[config.mk]
export PLATFORM = sky130hd
export DESIGN_NAME = slave_reg_flat
export DESIGN_NICKNAME = d
export VERILOG_FILES = /design/src/rtl/bus_pkg.sv /design/src/rtl/slave_reg_if.sv /design/src/rtl/slave_reg_bank.sv /design/src/rtl/slave_reg.sv /design/src/flat_wrapper.sv
export SDC_FILE = /design/constraint.sdc
export NUM_CORES = 1
export LEC_CHECK = 0
export ABC_AREA = 1
export ABC_CLOCK_PERIOD_IN_PS = 10200
export BUFFER_PORTS_ARGS = -buffer_cell sky130_fd_sc_hd__clkbuf_2
export CAP_MARGIN = 30
export CORE_MARGIN = 2
export CORE_UTILIZATION = 60
export CTS_CLUSTER_SIZE = 16
export DETAILED_ROUTE_END_ITERATION = 12
export HOLD_SLACK_MARGIN = 0.03
export PLACE_DENSITY = 0.79
export SYNTH_ARGS = -nofsm -noshare
export SYNTH_HDL_FRONTEND = slang
export SYNTH_SLANG_ARGS = --single-unit
[constraint.sdc]
create_clock -name clk -period 10.2 [get_ports clk]
set_input_delay 1.02 -clock clk [delete_from_list [all_inputs] [get_ports clk]]
set_output_delay 1.02 -clock clk [all_outputs]
set_load 0.1 [all_outputs]
[src/rtl/bus_pkg.sv]
// Shared bus types and widths for the register slave and any master that talks to it.
package bus_pkg;

    localparam int ADDR_W = 16;
    localparam int DATA_W = 32;
    // Wide enough to index the largest legal register file (64 entries).
    localparam int IDX_W  = 6;

    typedef enum logic [1:0] {
        IDLE       = 2'd0,
        ADDR_PHASE = 2'd1,
        DATA_PHASE = 2'd2
    } state_t;

endpackage

[src/rtl/slave_reg_if.sv]
// Request/response bus between a master and slave_reg.
// Optional err strobe is present only when SLAVE_REG_ERR_EN is defined.
interface slave_reg_if;
    import bus_pkg::*;

    // Handshake: the master raises valid with exactly one of read/write and holds the
    // request until it sees ready; ready is a one-cycle strobe and read_data/err are
    // meaningful only while ready is high.
    logic              valid;
    logic              read;
    logic              write;
    logic [ADDR_W-1:0] addr;
    logic [DATA_W-1:0] write_data;
    logic              ready;
    logic [DATA_W-1:0] read_data;

`ifdef SLAVE_REG_ERR_EN
    logic              err;

    modport master (output valid, read, write, addr, write_data,
                    input  ready, read_data, err);
    modport slave  (input  valid, read, write, addr, write_data,
                    output ready, read_data, err);
`else
    modport master (output valid, read, write, addr, write_data,
                    input  ready, read_data);
    modport slave  (input  valid, read, write, addr, write_data,
                    output ready, read_data);
`endif

endinterface

[src/rtl/slave_reg_bank.sv]
// Register storage for slave_reg: one synchronous write port, one combinational read port.
module slave_reg_bank
    import bus_pkg::*;
#(
    parameter int NUM_REGS = 8
) (
    input  logic              clk,
    input  logic              reset,
    input  logic              i_we,
    input  logic [IDX_W-1:0]  i_widx,
    input  logic [DATA_W-1:0] i_wdata,
    input  logic [IDX_W-1:0]  i_ridx,
    output logic [DATA_W-1:0] o_rdata
);

    localparam int               AW    = (NUM_REGS > 1) ? $clog2(NUM_REGS) : 1;
    localparam int               DEPTH = 1 << AW;
    localparam logic [IDX_W:0]   LIMIT = (IDX_W + 1)'(NUM_REGS);

    logic [DATA_W-1:0] r_mem [DEPTH];
    logic [AW-1:0]     w_widx;
    logic [AW-1:0]     w_ridx;
    logic              w_wok;
    logic              w_rok;

    // Indices at or beyond NUM_REGS never touch storage, even if the caller lets one through.
    assign w_widx = i_widx[AW-1:0];
    assign w_ridx = i_ridx[AW-1:0];
    assign w_wok  = ({1'b0, i_widx} < LIMIT);
    assign w_rok  = ({1'b0, i_ridx} < LIMIT);

    always_ff @(posedge clk) begin
        if (reset) begin
            for (int i = 0; i < DEPTH; i++) begin
                r_mem[i] <= '0;
            end
        end else if (i_we && w_wok) begin
            r_mem[w_widx] <= i_wdata;
        end
    end

    assign o_rdata = w_rok ? r_mem[w_ridx] : '0;

endmodule

[src/rtl/slave_reg.sv]
// Memory-mapped register slave: IDLE -> ADDR_PHASE (WAIT_CYCLES+1 cycles) -> DATA_PHASE.
// Define SLAVE_REG_ERR_EN to add the err strobe for out-of-range or misaligned accesses.
module slave_reg
    import bus_pkg::*;
#(
    parameter logic [ADDR_W-1:0] BASE_ADDR   = 16'h0010,
    parameter int                NUM_REGS    = 8,
    parameter int                WAIT_CYCLES = 1
) (
    input  logic        clk,
    input  logic        reset,
    slave_reg_if.slave  bus,
    output state_t      o_state
);

    localparam logic [3:0]      WAIT_INIT = 4'(WAIT_CYCLES);
    localparam logic [ADDR_W:0] SPAN      = (ADDR_W + 1)'(4 * NUM_REGS);

    state_t            r_state;
    logic [3:0]        r_wait_cnt;
    logic [ADDR_W-1:0] r_addr;
    logic [DATA_W-1:0] r_wdata;
    logic              r_is_write;
    logic              r_ready;
    logic [DATA_W-1:0] r_read_data;

    logic [ADDR_W:0]   w_offset;
    logic              w_hit;
    logic [IDX_W-1:0]  w_idx;
    logic              w_we;
    logic [DATA_W-1:0] w_bank_rdata;

    // Decode works on the latched address, so bus activity after acceptance is invisible.
    assign w_offset = {1'b0, r_addr} - {1'b0, BASE_ADDR};
    assign w_hit    = !w_offset[ADDR_W] && (w_offset < SPAN) && (r_addr[1:0] == 2'b00);
    assign w_idx    = w_offset[IDX_W+1:2];
    assign w_we     = (r_state == DATA_PHASE) && r_is_write && w_hit;

    slave_reg_bank #(
        .NUM_REGS (NUM_REGS)
    ) u_bank (
        .clk     (clk),
        .reset   (reset),
        .i_we    (w_we),
        .i_widx  (w_idx),
        .i_wdata (r_wdata),
        .i_ridx  (w_idx),
        .o_rdata (w_bank_rdata)
    );

`ifdef SLAVE_REG_ERR_EN
    logic r_err;
`endif

    always_ff @(posedge clk) begin
        if (reset) begin
            r_state     <= IDLE;
            r_wait_cnt  <= '0;
            r_addr      <= '0;
            r_wdata     <= '0;
            r_is_write  <= 1'b0;
            r_ready     <= 1'b0;
            r_read_data <= '0;
`ifdef SLAVE_REG_ERR_EN
            r_err       <= 1'b0;
`endif
        end else begin
            r_ready <= 1'b0;
`ifdef SLAVE_REG_ERR_EN
            r_err   <= 1'b0;
`endif
            case (r_state)
                IDLE: begin
                    if (bus.valid && (bus.read ^ bus.write)) begin
                        r_addr     <= bus.addr;
                        r_wdata    <= bus.write_data;
                        r_is_write <= bus.write;
                        r_wait_cnt <= WAIT_INIT;
                        r_state    <= ADDR_PHASE;
                    end
                end
                ADDR_PHASE: begin
                    if (r_wait_cnt == 4'd0) begin
                        r_state <= DATA_PHASE;
                        r_ready <= 1'b1;
`ifdef SLAVE_REG_ERR_EN
                        r_err   <= !w_hit;
`endif
                        if (!r_is_write) begin
                            r_read_data <= w_hit ? w_bank_rdata : '0;
                        end
                    end else begin
                        r_wait_cnt <= r_wait_cnt - 4'd1;
                    end
                end
                DATA_PHASE: begin
                    r_state <= IDLE;
                end
                default: begin
                    r_state <= IDLE;
                end
            endcase
        end
    end

    assign bus.ready     = r_ready;
    assign bus.read_data = r_read_data;
`ifdef SLAVE_REG_ERR_EN
    assign bus.err       = r_err;
`endif
    assign o_state       = r_state;

endmodule

[src/flat_wrapper.sv]
// flat-port wrapper written by rule: the top's interface ports become plain ports
module slave_reg_flat import bus_pkg::*;
#(
    parameter logic [ADDR_W-1:0] BASE_ADDR   = 16'h0010,
    parameter int                NUM_REGS    = 8,
    parameter int                WAIT_CYCLES = 1
)
  (clk, reset, o_state, bus_valid, bus_read, bus_write, bus_addr, bus_write_data, bus_ready, bus_read_data);
  slave_reg_if bus_i ();
  input  logic clk;
  input  logic reset;
  output state_t o_state;
  input wire logic [$bits(bus_i.valid)-1:0] bus_valid;
  input wire logic [$bits(bus_i.read)-1:0] bus_read;
  input wire logic [$bits(bus_i.write)-1:0] bus_write;
  input wire logic [$bits(bus_i.addr)-1:0] bus_addr;
  input wire logic [$bits(bus_i.write_data)-1:0] bus_write_data;
  output wire logic [$bits(bus_i.ready)-1:0] bus_ready;
  output wire logic [$bits(bus_i.read_data)-1:0] bus_read_data;
  assign bus_i.valid = bus_valid;
  assign bus_i.read = bus_read;
  assign bus_i.write = bus_write;
  assign bus_i.addr = bus_addr;
  assign bus_i.write_data = bus_write_data;
  assign bus_ready = bus_i.ready;
  assign bus_read_data = bus_i.read_data;
  slave_reg #(.BASE_ADDR(BASE_ADDR), .NUM_REGS(NUM_REGS), .WAIT_CYCLES(WAIT_CYCLES)) u_core (.clk(clk), .reset(reset), .bus(bus_i), .o_state(o_state));
endmodule
==> impl_metrics.tcl <==
set metrics [dict create \
    status "finished clean" \
    synth.distinct_cells 29 \
    vdd_drop_max_mv 0.164 \
    cts_buffers 35 \
    insertion_delay_ps 510 \
    slew_viol_final 0 \
    cp-end-kind "register" \
    synth_top_area_share_pct 48.8 \
    min_period_ps 4050 \
    hold_path_class "reg2reg" \
    relSlewSlack_pct 35.3 \
    synth_compound_area_share_pct 7.14 \
    fill_cells 2034 \
    p_leak_nw 6.99 \
    finalHoldViolCount 0 \
    core_sq_um 25900 \
    clock-sinks 344 \
    reg2reg_slack_ps 6150 \
    grt_max_degree 95 \
    cpLargestDelayFamily "simple AND/OR/NAND/NOR gates" \
    h-tree-depth 2 \
    avgSynthCellArea_sq_um 8.74 \
    first_pass_iters 6 \
    rsz0062_at_grt "false" \
    synth_mux_area_share_pct 0 \
    synth_xor_area_share_pct 0.0556 \
    dieWidth_um 166 \
    fin_crit_sh_pct 39.7 \
    ys_seq_elements 344 \
    setup-tns-final_ps 0 \
    antenna_found_initial 0 \
    dpl.hpwl_um 24500 \
    drt-met1-wl_um 14900 \
    fmax_ghz 0.247 \
    cts.path.max_buffers 3 \
    synth_top_family_by_area "simple AND/OR/NAND/NOR gates" \
    cp.buffers_inverters 2 \
    worstMarginPinSlew_ps 967 \
    cp.required_ps 10390 \
    clockRootBuffer "clkbuf_16" \
    dr_wl_met3_um 3400 \
    drc 0 \
    initial_core_util_pct 60.8 \
    reg2regPathDepth 9 \
    start_kind "register" \
    hp-start "u_core.r_addr[0]" \
    netlist_top_cells_count "nand2_1, nor2_1, edfxtp_1" \
    crit_slowest_cell "nor3_4" \
    vias 12100 \
    diodes 0 \
    synthTopCellsByArea "edfxtp_1, nand2_1, dfxtp_1, nor2_1, o21ai_0" \
    grt_pass1_wl_um 62200 \
    syn_nets 1858 \
    ys.flop_type "edfxtp_1" \
    synth-seq-area-share_pct 60.0 \
    rr_endpoint "u_core.u_bank.r_mem[5][6]" \
    drive_above_1_share_pct 9.77 \
    clk_pin_slew_ps 60 \
    maxCapViolCount 0 \
    gr-total-overflow 0 \
    synth_top_cell_by_area "edfxtp_1" \
    yosys_warnings 0 \
    instances_no_fill 2198 \
    reg2reg_from "u_core.r_addr[4]" \
    drtIter0Drc 1305 \
    path_max_fanout 41 \
    synth_edf_count 256 \
    vias_per_cell 5.53 \
    cts_tree "done" \
    post-cts-setup-buffers 0 \
    placed_cells 2135 \
    drt-total-wl_um 39100 \
    cts-resized-gates 0 \
    post-synth-top-count-cell "nand2_1" \
    io_pins 88 \
    async_flop_share_pct 0 \
    synthAdderAreaFrac_pct 0.238 \
    syn_area_sq_um 15700 \
    gp_congestion 0.871 \
    port_buffers 87 \
    hold_end "u_core.r_addr[0]" \
    fp.dieH_um 166 \
    synthToLayoutAreaGrowth_pct 9.69 \
    holdPathStages 2 \
    antenna_left 0 \
    path_cells "inv_4, ha_1, nor2_1, nor2_4, nand2_2, nor3_4, nand4_4, nand2_1, buf_4" \
    grt_pass1_vias 11600 \
    total_power_mw 3.23 \
    synth_cells 1802 \
    top_layer "met4" \
    whs_ps 465 \
    wl_per_cell_um 17.8 \
    die_area_sq_um 27600 \
    crit_type "reg2reg" \
    finalSetupViolations 0 \
    critical-path-max-stage-delay_ps 740 \
    grt_util_all_layers_pct 28.6 \
    final_nets 1893 \
    arrival_ps 4240 \
    skew_ps 14.6 \
    powerDensity_nw_per_um2 187 \
    holdBufCountCts 0 \
    dr_wl_met2_um 18900 \
    row_count 59 \
    synth-simple-area-share_pct 24.2 \
]
placed cells by master, fill, tap and decap left out, types with 3 or more instances in the layout:
cell type,n
o21ai_0,137
nand4_4,8
clkinv_2,5
nand3_1,45
edfxtp_1,256
nand2_2,3
nor2_4,4
buf_4,19
clkbuf_1,9
nand2_1,494
clkbuf_8,3
clkbuf_2,87
nor2_1,365
a21oi_1,86
inv_1,144
clkbuf_16,37
ha_1,3
clkinv_1,38
dfxtp_1,86
nor3_1,12
logic make-up after synthesis:
kind of cell | Yosys count
AO/OA/AOI/OAI | 224
XOR/XNOR | 1
adder cells (fa/ha/maj) | 3
buffers and inverters | 290
flip-flops | 344
AND/OR/NAND/NOR | 940
routing by layer:
layer	global-route usage (%)	vias up
met1	37.7	5661
met2	46.9	566
met3	4.22	107
li1	-	5813
met5	0	-
met4	14.0	0
worst min-delay path, stage by stage (launching register included):
cell	delay [ps]
dfxtp_1	310
nand2_1	60
a21oi_1	50
final cells by class:
cell class | instances | area, sq um | share of cell area (%)
repair buffers | 107 | 606 | 3.51
multi-input cells | 1168 | 4990 | 28.9
clock buffers | 49 | 1000 | 5.80
flip-flops and latches | 344 | 9450 | 54.7
inverters | 181 | 682 | 3.95
well taps | 335 | 419 | 2.43
clock inverters | 14 | 118 | 0.681
state kept, by name, indices dropped and copies added (netlist names):
register / count
u_core.r_is_write: 1
u_core.r_addr: 16
u_core.bus.read_data: 32
u_core.r_wdata: 32
u_core.bus.ready: 1
u_core.u_bank.r_mem: 256
u_core.r_wait_cnt: 4
u_core.o_state: 2
report_power, final:
part / internal, mW / switching (mW) / leakage [nW] / total (mW)
Combinational: 0.0980 / 0.300 / 3.09 / 0.398
Clock: 0.736 / 0.517 / 0.543 / 1.25
Sequential: 1.55 / 0.0252 / 3.36 / 1.58
through the flow:
step | util (%) | worst slack (ps) | area [sq um]
floorplan | - | 6590 | 15700
global placement | 62.2 | 6030 | 16100
detailed placement | 62.3 | 5940 | 16200
CTS | 66.7 | 6170 | 17300
global route | 66.7 | 5880 | 17300
finish | 66.7 | 6150 | 17300
worst max-delay path by stage:
stage / depth (start not counted) / slack (ps) / start / end
finish: 9 / 6150 / u_core.r_addr[4] / u_core.u_bank.r_mem[5][6]
detailed placement: 6 / 5940 / reset / u_core.u_bank.r_mem[5][9]
floorplan: 12 / 6590 / u_core.r_addr[4] / u_core.u_bank.r_mem[0][0]
global placement: 6 / 6030 / reset / u_core.u_bank.r_mem[5][10]
global route: 9 / 5880 / u_core.r_addr[4] / u_core.u_bank.r_mem[5][5]
CTS: 9 / 6170 / u_core.r_addr[4] / u_core.u_bank.r_mem[5][1]
(Power assumes the default switching activity.)
